===== src/rtl/regfile_write_arbiter.sv =====
// rtl/regfile_write_arbiter.sv - two-requester register file write arbiter with zeroing sweep
module regfile_write_arbiter #(
  parameter int DW      = 8,
  parameter int AW      = 3,
  parameter int ZERO_X0 = 1
) (
  input  logic          clk,
  input  logic          rst,
  input  logic          v0,
  input  logic [AW-1:0] a0,
  input  logic [DW-1:0] d0,
  output logic          r0,
  input  logic          v1,
  input  logic [AW-1:0] a1,
  input  logic [DW-1:0] d1,
  output logic          r1,
  input  logic          flush,
  input  logic          init_req,
  output logic          we3,
  output logic [AW-1:0] wa3,
  output logic [DW-1:0] wd3,
  output logic          init_done
);

  typedef enum logic {
    ST_INIT = 1'b0,
    ST_RUN  = 1'b1
  } state_t;

  state_t        state_q, state_d;
  logic [AW-1:0] cnt_q, cnt_d;
  logic          ptr_q, ptr_d;
  logic          we3_q, we3_d;
  logic [AW-1:0] wa3_q, wa3_d;
  logic [DW-1:0] wd3_q, wd3_d;
  logic          xfer0, xfer1;

  always_ff @(posedge clk or negedge rst) begin
    if (!rst) begin
      state_q <= ST_INIT;
      cnt_q   <= '0;
      ptr_q   <= 1'b0;
      we3_q   <= 1'b0;
      wa3_q   <= '0;
      wd3_q   <= '0;
    end else begin
      state_q <= state_d;
      cnt_q   <= cnt_d;
      ptr_q   <= ptr_d;
      we3_q   <= we3_d;
      wa3_q   <= wa3_d;
      wd3_q   <= wd3_d;
    end
  end

  // Grants look only at valids and the pointer, never at address or data.
  always_comb begin
    r0 = 1'b0;
    r1 = 1'b0;
    if (state_q == ST_RUN && !flush && !init_req) begin
      if (v0 && (!v1 || !ptr_q)) begin
        r0 = 1'b1;
      end else if (v1) begin
        r1 = 1'b1;
      end
    end
  end

  assign xfer0 = v0 & r0;
  assign xfer1 = v1 & r1;

  always_comb begin
    state_d = state_q;
    cnt_d   = cnt_q;
    ptr_d   = ptr_q;
    we3_d   = 1'b0;
    wa3_d   = wa3_q;
    wd3_d   = wd3_q;
    case (state_q)
      ST_INIT: begin
        we3_d = 1'b1;
        wa3_d = cnt_q;
        wd3_d = '0;
        if (cnt_q == {AW{1'b1}}) begin
          state_d = ST_RUN;
          cnt_d   = '0;
        end else begin
          cnt_d = cnt_q + 1'b1;
        end
      end
      default: begin
        if (init_req) begin
          state_d = ST_INIT;
          cnt_d   = '0;
        end else if (xfer0) begin
          // A write to x0 is still acknowledged, just not committed.
          we3_d = !((ZERO_X0 != 0) && (a0 == '0));
          wa3_d = a0;
          wd3_d = d0;
          ptr_d = 1'b1;
        end else if (xfer1) begin
          we3_d = !((ZERO_X0 != 0) && (a1 == '0));
          wa3_d = a1;
          wd3_d = d1;
          ptr_d = 1'b0;
        end
      end
    endcase
  end

  assign we3       = we3_q;
  assign wa3       = wa3_q;
  assign wd3       = wd3_q;
  assign init_done = (state_q == ST_RUN);

endmodule


===== config.mk =====
export PLATFORM = sky130hd
export DESIGN_NAME = regfile_write_arbiter
export DESIGN_NICKNAME = d
export VERILOG_FILES = /design/src/rtl/regfile_write_arbiter.sv
export SDC_FILE = /design/constraint.sdc
export NUM_CORES = 1
export LEC_CHECK = 0
export ABC_AREA = 1
export CAP_MARGIN = 20
export CORE_MARGIN = 4
export CORE_UTILIZATION = 44
export DETAILED_ROUTE_END_ITERATION = 12
export PLACE_DENSITY = 0.82
export SETUP_SLACK_MARGIN = 0.5
export SLEW_MARGIN = 0
export SYNTH_ARGS = -nofsm -noshare
export SYNTH_HDL_FRONTEND = slang
export SYNTH_SLANG_ARGS = --single-unit

===== constraint.sdc =====
create_clock -name clk -period 2 [get_ports clk]
set_input_delay 0.2 -clock clk [delete_from_list [all_inputs] [get_ports clk]]
set_output_delay 0.2 -clock clk [all_outputs]
set_load 0.01 [all_outputs]

==> key figures <==
Synthesis
  – Synth Flop Type: dfrtp_1
  – Synth area leader: dfrtp_1
  – Compound-Gate Fraction of Synth Area: 3.53%
  – Commonest cells post-synth: 52 x nand2_1, 20 x inv_1, 17 x dfrtp_1, 13 x nand3_1, 4 x nand4_1
  – Syn_nets: 160
  – Cells after synthesis: 130
  – Post-Syn Area: 992 um2
  – Mux share of post-synthesis cell area: 0%
  – Synth Area in Simple Gates: 40.1%
  – Adder-Cell Fraction of Synth Area: 2.52%
  – Post-synthesis sequential area ratio: 42.9%
  – Largest cells by area after synthesis: dfrtp_1 43%, nand2_1 20%, inv_1 7.6%
  – Post-synth cell types: 19
  – Number of enable flip-flop cells after synthesis: 0
  – Post-synthesis xor/xnor area fraction: 0%
  – Number of warnings issued by yosys: 0
  – Post-synth ARST share: 100%
  – Largest family of logic cells by synthesized area: simple AND/OR/NAND/NOR gates
  – Top-count cell post-synth: nand2_1
  – Synth Register Bits: 17
  – Post-Syn Area per Cell: 7.63 um2
  – Top-area cell type share of the netlist area: 42.9%

Setup path
  – Worst Setup Start Kind: flip-flop
  – Worst r2r dst: wd3[1]$_DFFE_PN0P_
  – Origin of the critical flop-to-flop path: init_done$_DFF_PN0_
  – CP required: 1.80 ns
  – R2R cell count: 9
  – Critical Path End Type: output port
  – Critical setup path kind: flip-flop to output port
  – FF-to-FF setup slack: 0.58 ns
  – Worst-path fanout max: 8
  – Worst EP arrival: 1.25 ns

Timing
  – TNS Setup: 0 ns
  – Fin. Hold Viols: 0
  – Final setup fails: 0
  – Slew at the pin closest to its max-slew limit: 0.205 ns
  – RSZ-0062 raised after global routing: yes
  – Highest clock rate: 690 MHz
  – Rel. slew slack: 86.2%
  – Crit path time final: 1.45 ns
  – Max Slew Vio Count: 0
  – Fin crit share: 72.4%
  – Skew final: 0.00854 ns

Drt
  – Iteration-0 DRC count of the detailed router: 14
  – DR pass1 iterations: 4
  – Antenna-violating nets left: 0
  – DR vias: 1006
  – DR WL/cell: 12.2 um
  – WL final: 2560 um
  – DRC: 0
  – Routed vias/inst: 4.77

Layout
  – Layout cells sized above 1: 16.8%
  – Layout overhead on the synthesized area: 56.0%
  – Layout Nets: 215
  – Finished Layout Cells: 211
  – # diodes: 0

Power
  – Power per cell area: 909 mW/mm2
  – Reg power frac: 37.2%
  – Comb pwr share: 50.1%
  – Cell-internal power: 911 uW
  – Net Sw Frac: 35.3%
  – Net switching power figure: 496 uW
  – P_leak: 0.816 nW
  – Clock network power share: 12.7%
  – Maximum VDD drop: 0.797 mV

Floorplanning
  – I/O Pins: 43
  – Full die area: 0.00308 mm2
  – Core ar.: 0.00204 mm2
  – Chip height: 55.5 um
  – Floorplan row count: 16
  – DIE WIDTH: 55.5 um
  – Initial Util: 48.6%

Clocking
  – Post-CTS Hold Buffers: 0
  – Clock sinks: 17
  – TritonCTS buffer count: 3
  – CTS tree: built
  – CTS clk-pin slew, worst paths: 0.10 ns
  – Root Driver: clkbuf_4
  – Clk_lat worst skew: 0.28 ns
  – CTS Buffer Depth: 2
  – H-tree depth: 1

Global route
  – First-pass GRT wire length: 4330 um
  – Grt peak-use layer: met2
  – Grt met2 use: 28.5%
  – Initial antenna violation count: 0
  – Largest net degree at the start of global routing: 19
  – Overall Global Routing Usage: 17.3%
  – GRT met3 Usage: 4.66%
  – Vias in the first global route: 963
  – GRT met1 Usage: 22.7%
  – Gr ovfl total: 0

Placement
  – Port bufs: 42
  – Inst Count DP: 201
  – Gp weighted congestion: 0.799
  – DP HPWL: 1930 um

Run
  – Max-cap violations: 0

Hold path
  – Worst hold-check path type: input port to async pin

Run status
  – Outcome: completed
power by group through the flow:
| stage | Combinational [mW] | Clock, mW | Sequential, mW |
|---|---|---|---|
| 2_1_floorplan | 0.309 | 0 | 0.556 |
| 3_3_place_gp | 0.597 | 0 | 0.535 |
| 3_5_place_dp | 0.604 | 0 | 0.536 |
| 4_1_cts | 0.678 | 0.183 | 0.521 |
| 5_1_grt | 0.785 | 0.202 | 0.535 |
| 6_report | 0.705 | 0.179 | 0.524 |
worst max-delay path: stages (launching register included):
cell,delay [ns]
dfrtp_1,0.39
buf_6,0.12
inv_4,0.06
nor2_4,0.12
nand3_4,0.09
nor2_2,0.07
buf_2,0.12
per-layer routing:
metal	vias to the layer above	share of wire (%)
met4	0	0
met1	451	44
li1	515	-
met2	40	48
met5	-	0
met3	0	7.6
sequential cells by signal, indices dropped and copies added (netlist names):
name	cells
wd3	8
cnt_q	3
ptr_q	1
we3	1
wa3	3
init_done	1
logic make-up after synthesis:
logic type               after synthesis
flip-flops                            17
AO/OA/AOI/OAI                          5
AND/OR/NAND/NOR                       81
adder cells (fa/ha/maj)                2
buffers and inverters                 25
per-stage QoR:
step	instance area (um2)	util (%)	power [mW]	setup slack, ns	hold slack (ns)
2_1_floorplan	992	-	0.866	0.718	-0.0956
3_3_place_gp	1450	71.2	1.13	0.175	0.468
3_5_place_dp	1450	71.2	1.14	0.156	0.470
4_1_cts	1520	74.5	1.38	0.501	0.231
5_1_grt	1550	75.8	1.52	0.441	0.252
6_report	1550	75.8	1.41	0.552	0.229
worst max-delay path by stage:
stage                        startpoint                  to
CTS                 init_done$_DFF_PN0_                  r1
detailed placement             init_req                  r0
global placement               init_req                  r0
finish              init_done$_DFF_PN0_                  r1
global route        init_done$_DFF_PN0_                  r1
floorplan           init_done$_DFF_PN0_  wd3[5]$_DFFE_PN0P_
layout by cell type, fill, tap and decap left out, drive strengths merged:
cell,netlist,layout
buf,2,12
o21ai,1,1
dlygate4sd2,0,1
a21oi,2,2
nor2,5,5
inv,23,23
nand2,55,55
clkdlybuf4s50,0,39
nor3,1,1
clkbuf,0,4
nand3,16,16
nand4,4,4
dfrtp,17,17
ha,2,2
a22o,2,2
cell type report:
| type | count | area, um2 |
|---|---|---|
| repair buffers | 52 | 499 |
| fillers | 156 | 494 |
| multi-input cells | 88 | 474 |
| flip-flops and latches | 17 | 425 |
| inverters | 23 | 88.8 |
| well taps | 27 | 33.8 |
| clock buffers | 4 | 26.3 |
timing repair:
action,4_1_cts,5_1_grt
setup buffers,5,1
resized for setup,14,4
endpoints found under the setup margin,11,9
pin swaps,4,2
hold endpoints to repair,0,0
(Power assumes the default switching activity.)
